[src/rtl/pipeline_ctrl_pkg.sv]
// Shared definitions for the pipeline stall controller: FSM state encoding,
// default down-counter width and the stall-statistics counter constants.
package pipeline_ctrl_pkg;

    typedef enum logic {
        ST_RUN   = 1'b0,
        ST_MULTI = 1'b1
    } state_e;

    localparam int COUNT_W_DEF = 5;

    localparam int                     STALL_CNT_W   = 16;
    localparam logic [STALL_CNT_W-1:0] STALL_CNT_MAX = 16'hFFFF;

endpackage

[src/rtl/stall_down_counter.sv]
// Loadable down-counter that tracks the remaining multi-cycle stall length.
// en_i low freezes the counter completely (external hold); async reset to 0.
module stall_down_counter #(
    parameter int W = 5
) (
    input  logic         clk_i,
    input  logic         rst_i,
    input  logic         en_i,
    input  logic         load_i,
    input  logic [W-1:0] load_val_i,
    input  logic         dec_i,
    output logic [W-1:0] count_o,
    output logic         is_one_o
);

    logic [W-1:0] count_q;
    logic [W-1:0] count_d;

    // Next count: load wins over decrement; never wraps below zero.
    always_comb begin
        count_d = count_q;
        if (en_i) begin
            if (load_i) begin
                count_d = load_val_i;
            end else if (dec_i && (count_q != '0)) begin
                count_d = count_q - 1'b1;
            end
        end
    end

    // Count register with asynchronous clear.
    always_ff @(posedge clk_i or posedge rst_i) begin
        if (rst_i) begin
            count_q <= '0;
        end else begin
            count_q <= count_d;
        end
    end

    assign count_o  = count_q;
    assign is_one_o = (count_q == W'(1));

endmodule

[src/rtl/pipeline_stall_controller.sv]
// Per-stage enable/flush generation for the PC, IF/ID, ID/EX, EX/MEM and
// MEM/WB registers. Outputs are Mealy so every stall acts in the same cycle.
// Optional feature: define STALL_COUNTER_EN to add the saturating 16-bit
// StallCycles statistics output.
module pipeline_stall_controller
    import pipeline_ctrl_pkg::*;
#(
    parameter int COUNT_W = COUNT_W_DEF
) (
    input  logic               CLK,
    input  logic               Reset,
    input  logic               ExtHold,
    input  logic               BranchTaken,
    input  logic               MultiStart,
    input  logic [COUNT_W-1:0] MultiCycles,
    input  logic               LoadUseHazard,
    output logic               PcEnable,
    output logic               IfIdEnable,
    output logic               IdExEnable,
    output logic               ExMemEnable,
    output logic               MemWbEnable,
    output logic               IfIdFlush,
    output logic               IdExFlush,
    output logic               ExMemFlush,
    output logic               Busy
`ifdef STALL_COUNTER_EN
    ,
    output logic [STALL_CNT_W-1:0] StallCycles
`endif
);

    state_e             state_q;
    state_e             state_d;
    logic               cnt_load;
    logic               cnt_dec;
    logic [COUNT_W-1:0] cnt_val;
    logic               cnt_is_one;

    stall_down_counter #(
        .W(COUNT_W)
    ) u_counter (
        .clk_i      (CLK),
        .rst_i      (Reset),
        .en_i       (~ExtHold),
        .load_i     (cnt_load),
        .load_val_i (COUNT_W'(MultiCycles - 1'b1)),
        .dec_i      (cnt_dec),
        .count_o    (cnt_val),
        .is_one_o   (cnt_is_one)
    );

    // Next-state and output decode; reset forces enables low and flushes high.
    always_comb begin
        state_d     = state_q;
        cnt_load    = 1'b0;
        cnt_dec     = 1'b0;
        PcEnable    = 1'b1;
        IfIdEnable  = 1'b1;
        IdExEnable  = 1'b1;
        ExMemEnable = 1'b1;
        MemWbEnable = 1'b1;
        IfIdFlush   = 1'b0;
        IdExFlush   = 1'b0;
        ExMemFlush  = 1'b0;

        if (ExtHold) begin
            // Whole pipeline frozen, state and count untouched.
            PcEnable    = 1'b0;
            IfIdEnable  = 1'b0;
            IdExEnable  = 1'b0;
            ExMemEnable = 1'b0;
            MemWbEnable = 1'b0;
        end else if (state_q == ST_MULTI) begin
            PcEnable   = 1'b0;
            IfIdEnable = 1'b0;
            IdExEnable = 1'b0;
            ExMemFlush = 1'b1;
            if (cnt_is_one) begin
                state_d = ST_RUN;
            end else begin
                cnt_dec = 1'b1;
            end
        end else if (BranchTaken) begin
            IfIdFlush = 1'b1;
            IdExFlush = 1'b1;
        end else if (MultiStart && (MultiCycles != '0)) begin
            // This cycle is stall cycle 1; MULTI covers the remaining N-1.
            PcEnable   = 1'b0;
            IfIdEnable = 1'b0;
            IdExEnable = 1'b0;
            ExMemFlush = 1'b1;
            if (MultiCycles != COUNT_W'(1)) begin
                cnt_load = 1'b1;
                state_d  = ST_MULTI;
            end
        end else if (LoadUseHazard) begin
            PcEnable   = 1'b0;
            IfIdEnable = 1'b0;
            IdExFlush  = 1'b1;
        end

        if (Reset) begin
            PcEnable    = 1'b0;
            IfIdEnable  = 1'b0;
            IdExEnable  = 1'b0;
            ExMemEnable = 1'b0;
            MemWbEnable = 1'b0;
            IfIdFlush   = 1'b1;
            IdExFlush   = 1'b1;
            ExMemFlush  = 1'b1;
        end
    end

    // State register; reset aborts any multi-cycle stall in progress.
    always_ff @(posedge CLK or posedge Reset) begin
        if (Reset) begin
            state_q <= ST_RUN;
        end else begin
            state_q <= state_d;
        end
    end

    assign Busy = (state_q == ST_MULTI);

`ifdef STALL_COUNTER_EN
    logic [STALL_CNT_W-1:0] stall_cnt_q;
    logic [STALL_CNT_W-1:0] stall_cnt_d;

    // Count cycles with the PC frozen, saturating at all-ones.
    always_comb begin
        stall_cnt_d = stall_cnt_q;
        if (!PcEnable && (stall_cnt_q != STALL_CNT_MAX)) begin
            stall_cnt_d = stall_cnt_q + 1'b1;
        end
    end

    // Stall statistics register, cleared by reset.
    always_ff @(posedge CLK or posedge Reset) begin
        if (Reset) begin
            stall_cnt_q <= '0;
        end else begin
            stall_cnt_q <= stall_cnt_d;
        end
    end

    assign StallCycles = stall_cnt_q;
`else
    // The down-counter value is only needed for its is-one flag here.
    logic unused_cnt;
    assign unused_cnt = ^cnt_val;
`endif

endmodule
[config.mk]
export PLATFORM = sky130hd
export DESIGN_NAME = pipeline_stall_controller
export DESIGN_NICKNAME = d
export VERILOG_FILES = /design/src/rtl/pipeline_ctrl_pkg.sv /design/src/rtl/stall_down_counter.sv /design/src/rtl/pipeline_stall_controller.sv
export SDC_FILE = /design/constraint.sdc
export NUM_CORES = 1
export LEC_CHECK = 0
export BUFFER_PORTS_ARGS = -buffer_cell sky130_fd_sc_hd__buf_2
export CAP_MARGIN = 20
export CORE_MARGIN = 2
export CORE_UTILIZATION = 42
export CTS_CLUSTER_DIAMETER = 50
export DETAILED_ROUTE_END_ITERATION = 10
export PLACE_DENSITY = 0.83
export SKIP_LAST_GASP = 1
export SYNTH_ARGS = -nofsm -noshare
export SYNTH_HDL_FRONTEND = slang
export SYNTH_SLANG_ARGS = --single-unit
[constraint.sdc]
create_clock -name CLK -period 1.6 [get_ports CLK]
set_clock_uncertainty 0.05 [all_clocks]
set_input_delay 0.16 -clock CLK [delete_from_list [all_inputs] [get_ports CLK]]
set_output_delay 0.16 -clock CLK [all_outputs]
set_load 0.005 [all_outputs]
After elaboration in Yosys (flattened, before gate mapping)
Index checks and enable logic that the tools add are counted.
- equality and inequality tests: 2
- muxes and demuxes: 39
- $add $sub $neg: 2
- bitwise operators: 1
- reduce and logical (&&, ||, !) cells: 6
- operators by type and width (cell ; count):
    2-to-1 mux 1 bit ; 37
    2-to-1 mux 5 bit ; 2
    nonzero test 5 bit ; 2
    subtractor 5 x 1 -> 5 bit, second input constant ; 2
    equality test 5 x 1 -> 1 bit, second input constant ; 1
    != test 5 x 1 -> 1 bit, second input constant ; 1
    logical AND 1 bit ; 2
    AND reduction 2 bit ; 1
    nonzero test 2 bit ; 1
    NOT 1 bit ; 1
- logic and storage cells: 52
- bits in registers: 6
- bits of input ports: 11
- output and inout port bits: 9

Logic depth before layout (Yosys ltp)
Gate-level depths: netlist of run 1.
- word-level depth: 8
- gate-level depth with buffers: 7
- depth with buffers taken out: 6

Hierarchy
A second synthesis of run 1 with hierarchy kept.
- cell total of the unflattened synthesis: 74
- area, all modules: 623.1 µm²
- by module, submodules not included (module ; cells an instance ; instances ; area an instance (µm²) ; sequential area each (µm²)):
    stall_down_counter ; 38 ; 1 ; 362.8 ; 125.1
    pipeline_stall_controller ; 36 ; 1 ; 260.2 ; 25.0

Worst setup path before layout of run 1
OpenSTA, ideal clock, no wires.
- kind: reg2reg
- start: reg u_counter.count_q[0], in the netlist u_counter.count_o[0]
- end: reg u_counter.count_q[1], in the netlist u_counter.count_o[1]
- cell stages (with the launch flop): 7
- data arrival time: 1.461 ns
- path slack: 0.009 ns
- required time: 1.471 ns
- path buffers: 0
- period minus slack after synthesis: 1.591 ns
- library setup time: 0.079 ns
- path through: dfrtp_1 > inv_1 > ha_1 > nor2_1 > o41a_1 > mux2_1 > mux2i_1
- cells in the longest elaborated chain, start to end: 7
- elaborated cells on any way between the ends: 11
- classes of those cells: add/sub: 1; eq/ne: 1; mux: 5; reduce/logical: 4
- ends and longest elaborated chain (element ; line ; source):
    start: declaration ; stall_down_counter.sv:16 ; logic [W-1:0] count_q;
    start signal: assignment ; stall_down_counter.sv:36 ; count_q <= count_d;
    equality test 5 x 1 -> 1 bit ; stall_down_counter.sv:41 ; assign is_one_o = (count_q == W'(1));
    2-to-1 mux 1 bit ; pipeline_stall_controller.sv:78 ; if (cnt_is_one) begin
    2-to-1 mux 1 bit ; pipeline_stall_controller.sv:73 ; end else if (state_q == ST_MULTI) begin
    2-to-1 mux 1 bit ; pipeline_stall_controller.sv:66 ; if (ExtHold) begin
    logical AND 1 bit ; stall_down_counter.sv:25 ; end else if (dec_i && (count_q != '0)) begin
    nonzero test 2 bit (no source line) ; - ;
    AND reduction 2 bit (no source line) ; - ;
Parallel ways exist; a longest one is shown, timed or not. The select of a mux whose other input is x is not followed.
A chain may end at the register's enable or synchronous reset.

Worst setup path in the final report of run 1
- start: reg state_q, in the netlist Busy
- end: out IdExFlush
- cells in the longest elaborated chain, start to end: 3
- ends and longest elaborated chain (element ; line ; source):
    start: declaration ; pipeline_stall_controller.sv:32 ; state_e state_q;
    start signal: assignment ; pipeline_stall_controller.sv:119 ; state_q <= state_d;
    2-to-1 mux 1 bit ; pipeline_stall_controller.sv:73 ;
    2-to-1 mux 1 bit ; pipeline_stall_controller.sv:66 ;
    2-to-1 mux 1 bit ; pipeline_stall_controller.sv:102 ; if (Reset) begin
    end: declaration ; pipeline_stall_controller.sv:23 ; output logic IdExFlush,
Every way passes these cells.

==> results.py, run 1 <==
metrics = {
    "cells_and_area": {
        "layout-area-overhead-vs-synth_pct": 51.4,
        "final_cell_mix": "19 x buf_2, 17 x buf_4, 9 x nor2_1",
        "combined_flip_flop_and_latch_cell_area_um2": 150,
        "final_area_um2": 837,
        "finish.cell_count_without_fillers": 120,
        "diodes": 0,
        "fillCellCount": 87,
        "share_of_layout_cells_above_drive_strength_1_pct": 44.8,
        "finish.net_count": 124,
        "multi_input_area_um2": 390,
        "mostFrequentLayoutCell": "buf_2",
    },
    "logic_synthesis": {
        "post_synth_inst_count": 68,
        "ys_seq_area_share_pct": 27.1,
        "synth_top_cell_area_share_pct": 27.1,
        "netlist_area_um2": 553,
        "ys_dominant_reg_cell": "dfrtp_1",
        "count_of_cell_types_in_the_netlist": 24,
        "synthArstFlopShare_pct": 100,
        "top_cells_by_area_in_the_synthesized_netlist": "dfrtp_1 27%, ha_1 14%, nor2_1 6.8%, mux2i_1 5.4%, xnor2_1 4.8%",
        "postSynthRegisterBits": 6,
        "syn_area_per_cell_um2": 8.13,
        "synthesis.nets": 85,
        "synth-warning-count": 0,
        "count_of_flip_flops_with_a_built_in_enable_after_synthesis": 0,
        "synthDominantAreaCellType": "dfrtp_1",
    },
    "place": {
        "place_hpwl_um": 1020,
        "port_buffers": 19,
        "gp_congestion": 0.776,
        "dp_cells": 111,
        "detailed_place.area_um2": 737,
    },
    "worst_setup_path": {
        "critPathMaxFanout": 3,
        "worst_setup_path_class": "flop to primary output",
        "end_kind": "primary output",
        "critPathLaunchType": "flop",
        "worstPathRequired_ps": 1390,
        "worst-r2r-cell-count": 6,
        "worst_ep_arrival_time_ps": 1490,
    },
    "timing": {
        "layout_worst_path_cycle_share_pct": 106,
        "maxClockFrequency_ghz": 0.590,
        "grt_setup_unrepaired": "true",
        "maxSlewViolCount": 0,
        "worst-slew-pin-transition_ps": 415,
        "finalWorstSetupSlack_ps": -96.1,
        "layout_min_cycle_time_ps": 1700,
        "final-hold-violation-count": 0,
        "tns_ps": -331,
        "maxSlewHeadroom_pct": 72.1,
        "setup_viol": 6,
    },
    "clock_network": {
        "bufs_on_longest_clock_path": 2,
        "clockRootBuffer": "clkbuf_4",
        "cts_tree": "yes",
        "cts.reportedPaths.clkPinSlew_ps": 40,
        "cts_htree_levels": 1,
        "cts_made_buffers": 3,
        "tritoncts_num_sinks": 6,
        "clkLatencyLatePin_ps": 240,
    },
    "floorplan": {
        "dieWidth_um": 40.3,
        "design.portCount": 20,
        "core-area_mm2": 0.00127,
        "start_util_pct": 43.6,
        "floorplan.die_area_mm2": 0.00162,
        "floorplan_row_count": 13,
        "floorplan.die.height_um": 40.3,
    },
    "global_routing": {
        "residual_overflow_from_global_routing": 0,
        "largest_net_degree_at_the_start_of_global_routing": 10,
        "antenna_found_initial": 0,
        "vias_in_the_first_global_route": 526,
        "grt_first_pass_wirelength_um": 2070,
        "global_route.usage.total_pct": 18.9,
    },
    "flow_run": {
        "cap_violations": 0,
    },
    "detailed_routing": {
        "route.detailed.wl_per_inst_um": 13.5,
        "drtIter0Drc": 13,
        "drt-vias-per-instance": 5.13,
        "final_antenna_net_count": 0,
        "routed_wl_um": 1620,
        "drcViolationCount": 0,
        "dr.pass1.iters": 4,
        "via_count": 616,
    },
    "power": {
        "seq_power_share_pct": 23.6,
        "total_switching_power_mw": 0.486,
        "post-layout-total-power_mw": 1.23,
        "p_int_mw": 0.740,
        "cellLeakagePower_nw": 0.432,
        "ir_drop_mv": 0.588,
        "part_of_the_total_power_dissipated_in_the_clock_network_pct": 11.4,
        "power.density_mw_per_mm2": 1470,
        "comb_power_share_pct": 65.0,
        "switching_share_pct": 39.6,
    },
    "outcome": {
        "failing_checks": "negative setup slack",
        "outcome": "finished with violations",
    },
    "hold_path": {
        "worst_min_path_class": "input port to flop",
        "hold_depth": 3,
    },
}
==> flip-flops by register name, summed over array words and instances, names as in the netlist <==
name	cells
u_counter.count_o	5
Busy	1
==> kinds of logic (layout without fill, tap and decap cells) <==
family,after synthesis,in the layout,share of synthesized area [%]
XOR/XNOR,4,4,6.34
AO/OA/AOI/OAI,11,11,14.3
AND/OR/NAND/NOR,29,29,24.2
buffers and inverters,8,45,7.01
multiplexers,4,4,7.47
flip-flops,6,6,27.1
adder cells (fa/ha/maj),6,6,13.6
==> stage by stage <==
step | hold slack (ps) | utilization [%] | setup WS [ps]
after floorplan | -79.4 | - | 9.23
after global placement | 80.9 | 58.1 | -55.4
after detailed placement | 82.0 | 58.1 | -76.3
after CTS | 192 | 62.6 | -34.0
after global routing | 213 | 66.0 | -188
final | 198 | 66.0 | -96.1
==> critical path: stages (launching register included) <==
cell      delay (ps)
dfrtp_1          380
buf_4            150
nor2_2           120
nand2b_1         110
o21ai_0          280
buf_2            190
==> what timing repair did <==
action                                  in CTS  in global routing
endpoints found under the setup margin       6                  9
cloned                                       0                  0
hold buffers                                 1                  0
hold endpoints to repair                     6                  0
pin swaps                                    0                  1
buffers inserted                             1                  4
resized for setup                            5                  4
==> power groups by stage <==
stage / combinational [mW] / clock [mW] / sequential (mW)
after floorplan: 0.315 / 0 / 0.304
after global routing: 0.858 / 0.145 / 0.302
final: 0.797 / 0.140 / 0.290
after detailed placement: 0.630 / 0 / 0.288
after CTS: 0.692 / 0.136 / 0.291
after global placement: 0.610 / 0 / 0.287
==> layer usage <==
| metal | share of wire, % | wire length, um | track usage, % |
|---|---|---|---|
| met5 | 0 | 0 | 0 |
| met4 | 0 | 0 | 5.00 |
| met3 | 5.1 | 83 | 0 |
| met2 | 52 | 836 | 37.1 |
| met1 | 43 | 696 | 22.4 |
==> final cells by class <==
class	instances	area share, %
Clock buffer	3	2.69
Inverter	5	2.69
Multi-Input combinational cell	54	46.6
Sequential cell	6	17.9
Tap cell	15	2.24
Timing Repair Buffer	37	27.8
==> worst paths after layout <==
kind	from	to	slack, ps
max	Busy	IdExFlush	-100
min	MultiCycles[4]	u_counter.count_o[4]	200
max reg2reg	u_counter.count_o[1]	u_counter.count_o[1]	-90
min reg2reg	u_counter.count_o[4]	Busy	530
max in group asynchronous	Reset	u_counter.count_o[0]	890
min in group asynchronous	Reset	Busy	360
==> cell usage after synthesis (2+ instances only) <==
cell type	count
a21oi_1	3
inv_1	5
nand2b_1	3
mux2i_1	3
nand2_1	5
o21ai_0	2
nand3_1	3
nor2b_1	2
buf_4	2
nor2_1	10
nor3_1	5
ha_1	6
dfrtp_1	6
xnor2_1	3
Note: power is estimated with default switching activity, not from simulation.
==> run 2, diff against run 1 <==
--- a/config.mk
+++ b/config.mk
@@ -11,7 +11,7 @@
 export CORE_UTILIZATION = 42
 export CTS_CLUSTER_DIAMETER = 50
 export DETAILED_ROUTE_END_ITERATION = 10
-export PLACE_DENSITY = 0.83
+export PLACE_DENSITY = 0.8
 export SKIP_LAST_GASP = 1
 export SYNTH_ARGS = -nofsm -noshare
 export SYNTH_HDL_FRONTEND = slang
==> constraint.sdc (replaced) <==
create_clock -name CLK -period 2.2 [get_ports CLK]
set_clock_uncertainty 0.05 [all_clocks]
set_input_delay 0.22 -clock CLK [delete_from_list [all_inputs] [get_ports CLK]]
set_output_delay 0.22 -clock CLK [all_outputs]
set_load 0.005 [all_outputs]
==> run 2 against run 1 <==
  * The flow now finishes without violations
  * First-iteration DRC count shrank 46%
  * Hold slack gained 54 ps
  * Critical path depth is 1 higher
  * Non-clock buffer count decreased by 17
  * Clock power fell by 29%
  * Power decreased by 48%
  * Combinational power down 61%
  * Global-route usage shrank 1.7 points
  * Critical endpoint is now u_counter.count_o[1]
  * Largest cell class unchanged
  * Largest power group unchanged
  * Highest routed layer is now met4
==> results.py, run 2 (synthesized netlist as in run 1, its figures left out) <==
metrics = {
    "outcome": {
        "outcome": "finished clean",
    },
    "cells_and_area": {
        "layout-area-overhead-vs-synth_pct": 22.9,
        "fillCellCount": 118,
        "largest_reg_flops": 5,
        "finish.cell_count_without_fillers": 103,
        "final_cell_mix": "19 x buf_2, 10 x nor2_1, 6 x dfrtp_1, 6 x ha_1",
        "diodes": 0,
        "finish.net_count": 107,
        "final_core_utilization_pct": 53.6,
        "share_of_layout_cells_above_drive_strength_1_pct": 25.0,
        "mostFrequentLayoutCell": "buf_2",
    },
    "global_routing": {
        "vias_in_the_first_global_route": 458,
        "largest_net_degree_at_the_start_of_global_routing": 10,
        "grt_first_pass_wirelength_um": 1790,
        "antenna_found_initial": 0,
        "residual_overflow_from_global_routing": 0,
        "global_route.usage.total_pct": 17.3,
    },
    "timing": {
        "maxClockFrequency_ghz": 0.590,
        "maxSlewViolCount": 0,
        "layout_worst_path_cycle_share_pct": 77.1,
        "final-hold-violation-count": 0,
        "finalWorstSetupSlack_ps": 504,
        "grt_setup_unrepaired": "false",
        "worst-slew-pin-transition_ps": 353,
        "tns_ps": 0,
        "setup_viol": 0,
        "maxSlewHeadroom_pct": 76.2,
        "layout_min_cycle_time_ps": 1700,
    },
    "power": {
        "cellLeakagePower_nw": 0.358,
        "power.density_mw_per_mm2": 946,
        "ir_drop_mv": 0.375,
    },
    "floorplan": {
        "core-area_mm2": 0.00127,
        "floorplan_row_count": 13,
        "design.portCount": 20,
        "dieWidth_um": 40.3,
        "floorplan.die.height_um": 40.3,
        "start_util_pct": 43.6,
        "floorplan.die_area_mm2": 0.00162,
    },
    "clock_network": {
        "clkLatencyLatePin_ps": 250,
        "cts_made_buffers": 3,
        "cts.reportedPaths.clkPinSlew_ps": 40,
        "cts_htree_levels": 1,
        "clockRootBuffer": "clkbuf_4",
        "cts_tree": "yes",
        "cts_resized": 0,
        "post-cts-setup-buffers": 0,
        "bufs_on_longest_clock_path": 2,
        "tritoncts_num_sinks": 6,
    },
    "worst_setup_path": {
        "worstPathRequired_ps": 2320,
        "critPathLaunchType": "flop",
        "timing.critical_path.from": "u_counter.count_o[1]",
        "r2r-start": "u_counter.count_o[1]",
        "worst_ep_arrival_time_ps": 1820,
        "worst_setup_path_class": "flop to flop",
        "end_kind": "flop",
        "critPathMaxFanout": 4,
    },
    "place": {
        "gp_congestion": 0.740,
        "dpl_worst_slack_ps": 452,
        "place_hpwl_um": 946,
        "port_buffers": 19,
        "dp_cells": 99,
    },
    "detailed_routing": {
        "routed_wl_um": 1160,
        "dr.pass1.iters": 4,
        "route.detailed.wl_per_inst_um": 11.3,
        "drt-vias-per-instance": 5.30,
        "via_count": 546,
        "drcViolationCount": 0,
        "final_antenna_net_count": 0,
        "drtIter0Drc": 7,
    },
    "flow_run": {
        "cap_violations": 0,
    },
    "hold_path": {
        "worst_min_path_class": "input port to flop",
        "min-delay-start": "MultiCycles[4]",
    },
}
run 2: cell types whose count changed in the layout (fill, tap and decap cells not counted), sizes merged:
cell	previous run	this run
buf	36	19
clkinvlp	1	0
inv	4	5
run 2: worst max-delay path, stage by stage, from the launching register on:
cell and delay, ps:
dfrtp_1 370, inv_1 110, ha_1 200, nor2_1 50, o41a_1 370, mux2_1 340
mux2i_1 130
run 2: final timing paths:
kind                            depth (start not counted)  slack, ps              endpoint
worst min register to register                          2        550                  Busy
worst max register to register                          6        500  u_counter.count_o[1]
worst min-delay path                                    3        250  u_counter.count_o[4]
min in group asynchronous                               3        430  u_counter.count_o[2]
worst max-delay path                                    6        500  u_counter.count_o[1]
max in group asynchronous                               3       1440                  Busy
run 2: through the flow:
step | area, um2 | power [mW] | hold slack [ps]
3_3_place_gp | 647 | 0.528 | 140
2_1_floorplan | 553 | 0.450 | -19.4
6_report | 679 | 0.643 | 252
3_5_place_dp | 647 | 0.540 | 146
5_1_grt | 679 | 0.713 | 270
4_1_cts | 679 | 0.642 | 260
run 2: layout make-up:
class	count	area [um2]	area share, %
tap	15	18.8	2.76
inverter	5	18.8	2.76
multi-input combinational	54	364	53.6
sequential	6	150	22.1
timing repair buffer	20	105	15.5
clock buffer	3	22.5	3.31
run 2: power breakdown:
| part | internal, mW | switching (mW) | total [mW] |
|---|---|---|---|
| Sequential | 0.168 | 0.0675 | 0.236 |
| Clock | 0.0616 | 0.0386 | 0.100 |
| Combinational | 0.151 | 0.156 | 0.307 |
| Total | 0.380 | 0.262 | 0.643 |
run 2: timing repair:
item | CTS | global route
hold buffers | 1 | 0
setup endpoints to repair | 0 | 0
hold endpoints to repair | 6 | 0
run 2: metal layers:
metal | global-route usage (%) | share of wire [%] | vias up
met3 | 3.33 | 3.5 | 2
met2 | 29.4 | 56 | 17
met5 | 0 | 0 | -
met4 | 12.5 | 0.69 | 0
met1 | 18.9 | 40 | 254
li1 | - | - | 273
==> run 3, diff against run 2 <==
--- a/config.mk
+++ b/config.mk
@@ -5,13 +5,14 @@
 export SDC_FILE = /design/constraint.sdc
 export NUM_CORES = 1
 export LEC_CHECK = 0
+export ABC_AREA = 1
 export BUFFER_PORTS_ARGS = -buffer_cell sky130_fd_sc_hd__buf_2
 export CAP_MARGIN = 20
 export CORE_MARGIN = 2
 export CORE_UTILIZATION = 42
 export CTS_CLUSTER_DIAMETER = 50
 export DETAILED_ROUTE_END_ITERATION = 10
-export PLACE_DENSITY = 0.8
+export PLACE_DENSITY = 0.81
 export SKIP_LAST_GASP = 1
 export SYNTH_ARGS = -nofsm -noshare
 export SYNTH_HDL_FRONTEND = slang
==> constraint.sdc (replaced) <==
create_clock -name CLK -period 1.55 [get_ports CLK]
set_clock_uncertainty 0.05 [all_clocks]
set_input_delay 0.155 -clock CLK [delete_from_list [all_inputs] [get_ports CLK]]
set_output_delay 0.155 -clock CLK [all_outputs]
set_load 0.005 [all_outputs]
==> run 3 against run 2 <==
  * The run now ends with negative setup slack left
  * Final cell count increased by 46%
  * Register-to-register slack got worse by 440 ps
  * Synthesized cell count increased by 49%
  * Critical path depth decreased by 2
  * Largest power group unchanged
==> results.py, run 3 <==
metrics = {
    "detailed_routing": {
        "drt-vias-per-instance": 5.04,
        "drtIter0Drc": 20,
        "routed_wl_um": 1680,
        "drcViolationCount": 0,
        "via_count": 756,
        "dr.pass1.iters": 4,
        "final_antenna_net_count": 0,
        "route.detailed.wl_per_inst_um": 11.2,
    },
    "logic_synthesis": {
        "ys_seq_area_share_pct": 22.2,
        "syn_area_per_cell_um2": 6.69,
        "count_of_flip_flops_with_a_built_in_enable_after_synthesis": 0,
        "postSynthRegisterBits": 6,
        "top_cells_by_area_in_the_synthesized_netlist": "dfrtp_1 22%, nand2_1 13%, nand3_1 12%, ha_1 11%, inv_1 9.4%",
        "synthesis.nets": 118,
        "post-synth-top-count-cell": "nand2_1",
        "synthArstFlopShare_pct": 100,
        "post_synth_inst_count": 101,
        "synth-warning-count": 0,
        "ys_dominant_reg_cell": "dfrtp_1",
        "count_of_cell_types_in_the_netlist": 19,
        "synthDominantAreaCellType": "dfrtp_1",
        "netlist_area_um2": 676,
        "yosys-top-cells-count": "23 x nand2_1, 17 x inv_1, 16 x nand3_1, 10 x nor2_1",
        "synth_top_cell_area_share_pct": 22.2,
    },
    "timing": {
        "setup_viol": 3,
        "final.hold.worst_slack_ps": 79.8,
        "maxSlewHeadroom_pct": 80.8,
        "maxSlewViolCount": 0,
        "tns_ps": -42.0,
        "layout_worst_path_cycle_share_pct": 102,
        "layout_min_cycle_time_ps": 1580,
        "final-hold-violation-count": 0,
        "finalWorstSetupSlack_ps": -25.6,
        "grt_setup_unrepaired": "true",
        "maxClockFrequency_ghz": 0.635,
        "worst-slew-pin-transition_ps": 288,
    },
    "worst_setup_path": {
        "end_kind": "primary output",
        "worst_setup_path_class": "flop to primary output",
        "worst_ep_arrival_time_ps": 1370,
        "critPathLaunchType": "flop",
        "critPathMaxFanout": 3,
        "worstPathRequired_ps": 1340,
    },
    "hold_path": {
        "worst_min_path_class": "input port to flop",
    },
    "cells_and_area": {
        "fillCellCount": 128,
        "largest_reg_flops": 5,
        "final_area_um2": 921,
        "finish.net_count": 153,
        "diodes": 0,
        "final_cell_mix": "23 x nand2_1, 19 x buf_2, 17 x inv_1",
        "final_core_utilization_pct": 61.1,
        "layout-area-overhead-vs-synth_pct": 36.3,
        "share_of_layout_cells_above_drive_strength_1_pct": 35.1,
        "mostFrequentLayoutCell": "nand2_1",
    },
    "global_routing": {
        "residual_overflow_from_global_routing": 0,
        "largest_net_degree_at_the_start_of_global_routing": 12,
        "vias_in_the_first_global_route": 676,
        "global_route.usage.total_pct": 17.7,
        "grt_first_pass_wirelength_um": 2600,
        "antenna_found_initial": 0,
    },
    "place": {
        "detailed_place.area_um2": 810,
        "port_buffers": 19,
        "place_hpwl_um": 1250,
        "gp_congestion": 0.743,
    },
    "outcome": {
        "failing_checks": "negative setup slack",
        "outcome": "finished with violations",
    },
    "power": {
        "ir_drop_mv": 0.597,
        "post-layout-total-power_mw": 1.31,
        "cellLeakagePower_nw": 0.525,
        "power.density_mw_per_mm2": 1420,
    },
    "clock_network": {
        "clkLatencyLatePin_ps": 250,
        "cts_htree_levels": 1,
        "cts_made_buffers": 3,
        "cts.reportedPaths.clkPinSlew_ps": 40,
        "cts_tree": "yes",
        "bufs_on_longest_clock_path": 2,
        "clockRootBuffer": "clkbuf_4",
        "tritoncts_num_sinks": 6,
    },
    "floorplan": {
        "design.portCount": 20,
        "core-area_mm2": 0.00151,
        "floorplan.die_area_mm2": 0.00195,
        "floorplan.die.height_um": 44.1,
        "dieWidth_um": 44.1,
        "floorplan_row_count": 14,
        "start_util_pct": 44.9,
    },
    "flow_run": {
        "cap_violations": 0,
    },
}
-- run 3: power breakdown --
group / switching (mW) / total, mW / internal [mW]
sequential: 0.0703 / 0.309 / 0.239
combinational: 0.464 / 0.857 / 0.393
clock: 0.0558 / 0.143 / 0.0875
-- run 3: layout make-up --
type                            count  area, um2  share of cell area, %
Clock buffer                        3       22.5                   2.45
Inverter                           17       63.8                   6.93
Multi-Input combinational cell     75        464                   50.4
Sequential cell                     6        150                   16.3
Tap cell                           16       20.0                   2.17
Timing Repair Buffer               33        200                   21.7
-- run 3: final timing paths --
kind	start	to	depth (start not counted)	slack, ps
min	MultiCycles[0]	u_counter.count_o[0]	2	80
max reg2reg	u_counter.count_o[1]	u_counter.count_o[1]	10	60
min in group asynchronous	Reset	u_counter.count_o[1]	3	450
max	Busy	IdExFlush	4	-30
min reg2reg	u_counter.count_o[4]	u_counter.count_o[4]	2	510
max in group asynchronous	Reset	u_counter.count_o[4]	3	790
-- run 3: worst max-delay path: stages, from the launching register on --
cell	delay, ps
dfrtp_1	370
or2_4	240
or2_4	250
o21ai_1	120
buf_2	140
-- run 3: stage by stage --
step,setup slack [ps],instances
2_1_floorplan,38.7,101
3_3_place_gp,76.9,139
3_5_place_dp,16.2,139
4_1_cts,-27.5,144
5_1_grt,-65.4,150
6_report,-25.6,150
-- run 3: routing by layer --
| layer | vias to the layer above | share of wire [%] | GRT usage [%] |
|---|---|---|---|
| met2 | 14 | 57 | 33.8 |
| met1 | 351 | 40 | 18.4 |
| li1 | 388 | - | - |
| met3 | 3 | 1.7 | 2.45 |
| met4 | 0 | 1.3 | 9.09 |
| met5 | - | 0 | 0 |
-- run 3: repair_timing --
action / 4_1_cts / 5_1_grt
pin swaps: 1 / 2
hold buffers: 1 / 0
endpoints found under the hold margin: 6 / 0
cloned: 0 / 0
setup endpoints to repair: 4 / 7
setup buffers: 1 / 6
resized for setup: 2 / 4
-- run 3: logic make-up after synthesis --
| logic type | synth area share, % |
|---|---|
| xor gates and xnor gates | 2.59 |
| and+or+nand+nor | 37.6 |
| DFF | 22.2 |
| buffers and inverters | 13.3 |
| adders and majority gates | 11.1 |
| AOI/OAI and AO/OA | 13.1 |
